<file path="src/rtl/mem_port_arbiter.sv">
// mem_port_arbiter
// Serialises the core's instruction port (A, read-only) and data port
// (B, read/write) onto one downstream memory port. The winning request is
// latched for the whole transaction and each served request gets exactly
// one single-cycle response pulse.
//
// Optional feature macro: ARB_ROUND_ROBIN_EN
//   defined     : contention goes to the port not served last; the pointer
//                 updates on each DONE and resets to "last served = A".
//   not defined : fixed priority, port B always wins contention.
//
// States:
//   IDLE   | sample requests, grant one port
//   BUSY_A | port A read in flight downstream
//   BUSY_B | port B read or write in flight downstream
//   DONE   | one-cycle response to the served port, requests not sampled

module mem_port_arbiter (
    input  logic        clk,
    input  logic        rst,

    input  logic        read_a,
    input  logic [31:0] address_a,
    output logic        resp_a,
    output logic [31:0] rdata_a,

    input  logic        read_b,
    input  logic        write,
    input  logic [3:0]  wmask,
    input  logic [31:0] address_b,
    input  logic [31:0] wdata,
    output logic        resp_b,
    output logic [31:0] rdata_b,

    output logic        mem_read,
    output logic        mem_write,
    output logic [3:0]  mem_wmask,
    output logic [31:0] mem_address,
    output logic [31:0] mem_wdata,
    input  logic        mem_resp,
    input  logic [31:0] mem_rdata
);

    typedef enum logic [1:0] {
        IDLE   = 2'd0,
        BUSY_A = 2'd1,
        BUSY_B = 2'd2,
        DONE   = 2'd3
    } state_t;

    state_t      state_q, state_d;

    // Request registers: the only source of the downstream port.
    logic [31:0] req_addr_q,  req_addr_d;
    logic        req_write_q, req_write_d;
    logic [3:0]  req_mask_q,  req_mask_d;
    logic [31:0] req_wdata_q, req_wdata_d;
    // Port owning the current (or just finished) transaction: 1 = B.
    logic        served_b_q,  served_b_d;

    logic [31:0] rdata_a_q,   rdata_a_d;
    logic [31:0] rdata_b_q,   rdata_b_d;

    logic        pend_a;
    logic        pend_b;
    logic        grant_a;
    logic        grant_b;
    logic        busy;

`ifdef ARB_ROUND_ROBIN_EN
    // 1 = port B was served last; reset value means "last served = A".
    logic        last_b_q, last_b_d;
`endif

    // Pending requests and the grant decision for the IDLE state.
    always_comb begin
        pend_a = read_a;
        pend_b = read_b | write;
`ifdef ARB_ROUND_ROBIN_EN
        grant_b = pend_b & (~pend_a | ~last_b_q);
`else
        grant_b = pend_b;
`endif
        grant_a = pend_a & ~grant_b;
    end

    // Next-state logic, request latching and read-data capture.
    always_comb begin
        state_d     = state_q;
        req_addr_d  = req_addr_q;
        req_write_d = req_write_q;
        req_mask_d  = req_mask_q;
        req_wdata_d = req_wdata_q;
        served_b_d  = served_b_q;
        rdata_a_d   = rdata_a_q;
        rdata_b_d   = rdata_b_q;
`ifdef ARB_ROUND_ROBIN_EN
        last_b_d    = last_b_q;
`endif

        unique case (state_q)
            IDLE: begin
                if (grant_b) begin
                    state_d     = BUSY_B;
                    req_addr_d  = address_b;
                    // A simultaneous read_b and write is treated as a write.
                    req_write_d = write;
                    req_mask_d  = wmask;
                    req_wdata_d = wdata;
                    served_b_d  = 1'b1;
                end else if (grant_a) begin
                    state_d     = BUSY_A;
                    req_addr_d  = address_a;
                    req_write_d = 1'b0;
                    req_mask_d  = 4'b0000;
                    req_wdata_d = 32'h0000_0000;
                    served_b_d  = 1'b0;
                end
            end

            BUSY_A, BUSY_B: begin
                if (mem_resp) begin
                    state_d = DONE;
                    if (!req_write_q) begin
                        if (served_b_q) begin
                            rdata_b_d = mem_rdata;
                        end else begin
                            rdata_a_d = mem_rdata;
                        end
                    end
                end
            end

            DONE: begin
                // Requests are deliberately not looked at here so a request
                // still held during its response cycle cannot be re-granted.
                state_d = IDLE;
`ifdef ARB_ROUND_ROBIN_EN
                last_b_d = served_b_q;
`endif
            end

            default: begin
                state_d = IDLE;
            end
        endcase
    end

    // State and datapath registers; reset abandons any in-flight request.
    always_ff @(posedge clk or posedge rst) begin
        if (rst) begin
            state_q     <= IDLE;
            req_addr_q  <= 32'h0000_0000;
            req_write_q <= 1'b0;
            req_mask_q  <= 4'b0000;
            req_wdata_q <= 32'h0000_0000;
            served_b_q  <= 1'b0;
            rdata_a_q   <= 32'h0000_0000;
            rdata_b_q   <= 32'h0000_0000;
        end else begin
            state_q     <= state_d;
            req_addr_q  <= req_addr_d;
            req_write_q <= req_write_d;
            req_mask_q  <= req_mask_d;
            req_wdata_q <= req_wdata_d;
            served_b_q  <= served_b_d;
            rdata_a_q   <= rdata_a_d;
            rdata_b_q   <= rdata_b_d;
        end
    end

`ifdef ARB_ROUND_ROBIN_EN
    // Round-robin pointer register.
    always_ff @(posedge clk or posedge rst) begin
        if (rst) begin
            last_b_q <= 1'b0;
        end else begin
            last_b_q <= last_b_d;
        end
    end
`endif

    // Outputs decoded from state and request registers only; no path from
    // requester inputs reaches the downstream port.
    always_comb begin
        busy        = (state_q == BUSY_A) || (state_q == BUSY_B);
        mem_read    = busy & ~req_write_q;
        mem_write   = busy &  req_write_q;
        mem_wmask   = req_mask_q;
        mem_address = req_addr_q;
        mem_wdata   = req_wdata_q;
        resp_a      = (state_q == DONE) & ~served_b_q;
        resp_b      = (state_q == DONE) &  served_b_q;
        rdata_a     = rdata_a_q;
        rdata_b     = rdata_b_q;
    end

endmodule

</file>
<file path="config.mk">
export PLATFORM = sky130hd
export DESIGN_NAME = mem_port_arbiter
export DESIGN_NICKNAME = d
export VERILOG_FILES = /design/src/rtl/mem_port_arbiter.sv
export SDC_FILE = /design/constraint.sdc
export NUM_CORES = 1
export LEC_CHECK = 0
export BUFFER_PORTS_ARGS = -buffer_cell sky130_fd_sc_hd__buf_2
export CORE_MARGIN = 1
export CORE_UTILIZATION = 45
export DETAILED_ROUTE_END_ITERATION = 7
export HOLD_SLACK_MARGIN = 0.02
export PLACE_DENSITY_LB_ADDON = 0.25
export SYNTH_ARGS = -nofsm -noshare
export SYNTH_HDL_FRONTEND = slang
export SYNTH_SLANG_ARGS = --single-unit
</file>
<file path="constraint.sdc">
create_clock -name clk -period 16.3 [get_ports clk]
set_input_delay 4.89 -clock clk [delete_from_list [all_inputs] [get_ports clk]]
set_output_delay 4.89 -clock clk [all_outputs]
set_load 0.005 [all_outputs]
</file>
==> summary.txt <==
Status
  • Outcome: completed

Global routing
  • Vias in the first global route: 4148
  • Aggregate global routing overflow: 0
  • GR peak layer: met2
  • Met3 Use GR: 6.27%
  • All-Layer GR Usage: 21.2%
  • Initial antenna violation count: 0
  • Met2 usage: 35.5%
  • First-pass GRT wire length: 20800 µm
  • Met1 GRT Util: 25.9%
  • Largest net degree at the start of global routing: 81

Drt
  • Drt initial violations: 204
  • Via count: 4029
  • Post-route DRC: 0
  • Detailed Routing Iterations Pass 1: 4
  • Wire per inst: 15.8 µm
  • Antenna-violating nets left: 0
  • Post-DR vias/cell: 4.94
  • Routed wire length: 12900 µm

CTS
  • TritonCTS buffer count: 17
  • Worst-path clk slew: 0.06 ns
  • CTS Hold Buffers Added: 0
  • Clk sinks: 136
  • Clock network latency to the later pin of the worst-skew pair: 0.40 ns
  • Setup Buffers After CTS: 0
  • CTS tree: done
  • CTS HTree Levels: 4
  • CTS root buffer: clkbuf_16
  • Max Root-Sink Buffers: 2
  • Cells resized by post-CTS repair: 0

Timing
  • Endpoints failing setup: 0
  • Final hold violations: 0
  • Final hold slack: 0.475 ns
  • Final Cycle Share: 40.2%
  • RSZ-0062 raised after global routing: false
  • Worst Skew: 0.00529 ns
  • Worst-margin pin slew: 1.17 ns
  • Final min period: 6.55 ns
  • PnR worst setup slack: 9.75 ns
  • Setup TNS: 0 ns
  • Max_slew headroom: 22.1%
  • Final slew viol count: 0
  • Max frequency: 153 MHz

Cells and area
  • Final net count: 795
  • Final Instance Count excl. Fillers: 815
  • Final Core Density: 62.9%
  • Footprint of the multi-input gates: 1960 µm²
  • Area delta synth->final: 35.7%
  • Fillers: 985
  • Post-route cell area: 7550 µm²
  • Register area: 3400 µm²
  • Share of cells above drive strength 1: 56.7%

Job
  • Max Cap Viol: 0

Pwr
  • Maximum VDD drop: 86.5 µV
  • Psw: 0.481 mW
  • Clock network power share: 25.2%
  • Seq pwr share: 38.6%
  • Internal power: 1.05 mW
  • Power per cell area: 203 nW/µm²
  • Power consumption: 1.53 mW
  • Logic pwr share: 36.2%
  • Pleak: 3.93 nW
  • Net Sw Frac: 31.4%

Synthesis
  • Yosys reg bits: 136
  • Synthesis Warnings: 0
  • Sequential share of the synthesized area: 61.1%
  • Netlist cell types: 27
  • Syn Nets: 525
  • Mapped Cells: 384
  • Cell Area, Synth: 5570 µm²
  • Mapped Avg Cell Area: 14.5 µm²

Floorplanning
  • Starting Density: 46.4%
  • Die area: 12800 µm²
  • Die H: 113 µm
  • Chip width: 113 µm
  • Row count: 40
  • Core Area: 12000 µm²
  • Ports: 274

Critical path
  • Worst-path fanout max: 80
  • CP max-delay cell: o31ai_4
  • CP required: 16.55 ns
  • Crit Path Category: in2reg
  • Worst setup EP type: flip-flop
  • CP arrival: 6.79 ns
  • Worst path max stage delay: 0.82 ns
  • CP Launch Type: primary input
  • Crit path cell chain: buf_2, o31ai_4, buf_4, o21ai_0
  • Flop2flop setup slack: 13.83 ns

Place
  • Port bufs: 273
  • Placed Instances: 782
  • Place WS: 9.30 ns
  • Detail Placement HPWL: 9170 µm
  • RD Place Congestion: 0.763
  • Placed cell areas: 6950 µm²

Hold path
  • Hold WC Path Type: reg2reg
## final cells by class
class                           instances  share of cell area [%]
Sequential cell                       136                    45.1
Timing Repair Buffer                  276                    18.4
Antenna cell                            1                  0.0331
Multi-Input combinational cell        220                    25.9
Clock buffer                           18                    5.81
Tap cell                              147                    2.43
Inverter                                3                   0.215
Clock inverter                         14                    2.17
## placed cells by master (no fill, tap or decap), types with 2 or more instances in the layout
master,instances
a21oi_1,2
a22o_1,36
and2_1,2
buf_2,273
buf_4,3
bufinv_16,2
clkbuf_16,17
clkinv_4,3
clkinvlp_4,3
dfrtp_1,136
ha_1,3
inv_1,2
inv_6,6
mux2_1,2
mux2_2,33
mux2_4,30
mux2i_1,34
nand2_1,35
nor2b_1,2
o21ai_0,32
## per-layer routing
layer	up-vias	routed length (µm)
met5	-	0
met4	0	248
met3	18	868
met2	178	6240
met1	1927	5530
li1	1906	-
## registers in the layout, indices dropped and copies added (netlist names)
| signal | cells |
|---|---|
| state_q | 2 |
| req_write_q | 1 |
| mem_wmask | 4 |
| served_b_q | 1 |
| rdata_a | 32 |
| rdata_b | 32 |
| mem_address | 32 |
| mem_wdata | 32 |
## synth_stat cells
master    instances  area share (%)
buf_6             4            0.81
and2_1            2            0.22
clkbuf_1          2            0.13
and3b_1           1            0.16
buf_2             9            0.81
o21ai_0          32             2.9
mux2_1            2            0.40
inv_1             3            0.20
nor2b_1           3            0.34
a21o_1            1            0.13
mux2_4           30             8.1
nor2_4            1            0.20
nand2_1          35             2.4
o31ai_2           1            0.22
buf_4             6            0.81
mux2i_1          34             6.1
buf_12            3             1.1
nor2b_4           1            0.25
nor2_1            1           0.067
nor3_1            1           0.090
a22o_1           36             5.7
nand3_2           1            0.18
mux2_2           33             6.7
ha_1              3            0.67
a21oi_1           2            0.18
dfrtp_1         136              61
clkbuf_4          1            0.13
## power by group through the flow
| stage | Clock, mW | Combinational (mW) | Sequential, mW |
|---|---|---|---|
| 2_1_floorplan | 0 | 0.321 | 0.604 |
| 3_3_place_gp | 0 | 0.544 | 0.587 |
| 3_5_place_dp | 0 | 0.561 | 0.593 |
| 4_1_cts | 0.394 | 0.563 | 0.592 |
| 5_1_grt | 0.409 | 0.612 | 0.613 |
| 6_report | 0.385 | 0.554 | 0.592 |
## final timing paths
check / from / endpoint / cells after the start
setup reg to reg: state_q[1] / rdata_a[31] / 5
max in group asynchronous: rst / mem_address[11] / 3
hold / removal: mem_address[22] / mem_address[22] / 2
setup / recovery: write / mem_address[9] / 4
min in group asynchronous: rst / rdata_a[22] / 2
hold reg to reg: mem_address[22] / mem_address[22] / 2
## kinds of logic (layout without fill, tap and decap cells)
family | after synthesis | count (layout) | synth area share (%)
buffers and inverters | 28 | 311 | 3.98
AO/OA/AOI/OAI | 72 | 72 | 9.08
other | 0 | 1 | 0
flip-flops | 136 | 136 | 61.1
AND/OR/NAND/NOR | 46 | 46 | 3.87
adder cells (fa/ha/maj) | 3 | 3 | 0.674
multiplexers | 99 | 99 | 21.3
## critical path, delay by kind of cell
kind	cells	cell delay, ns
buffers and inverters	2	0.81
AOI/OAI and AO/OA	2	1.06
(Power assumes the default switching activity.)
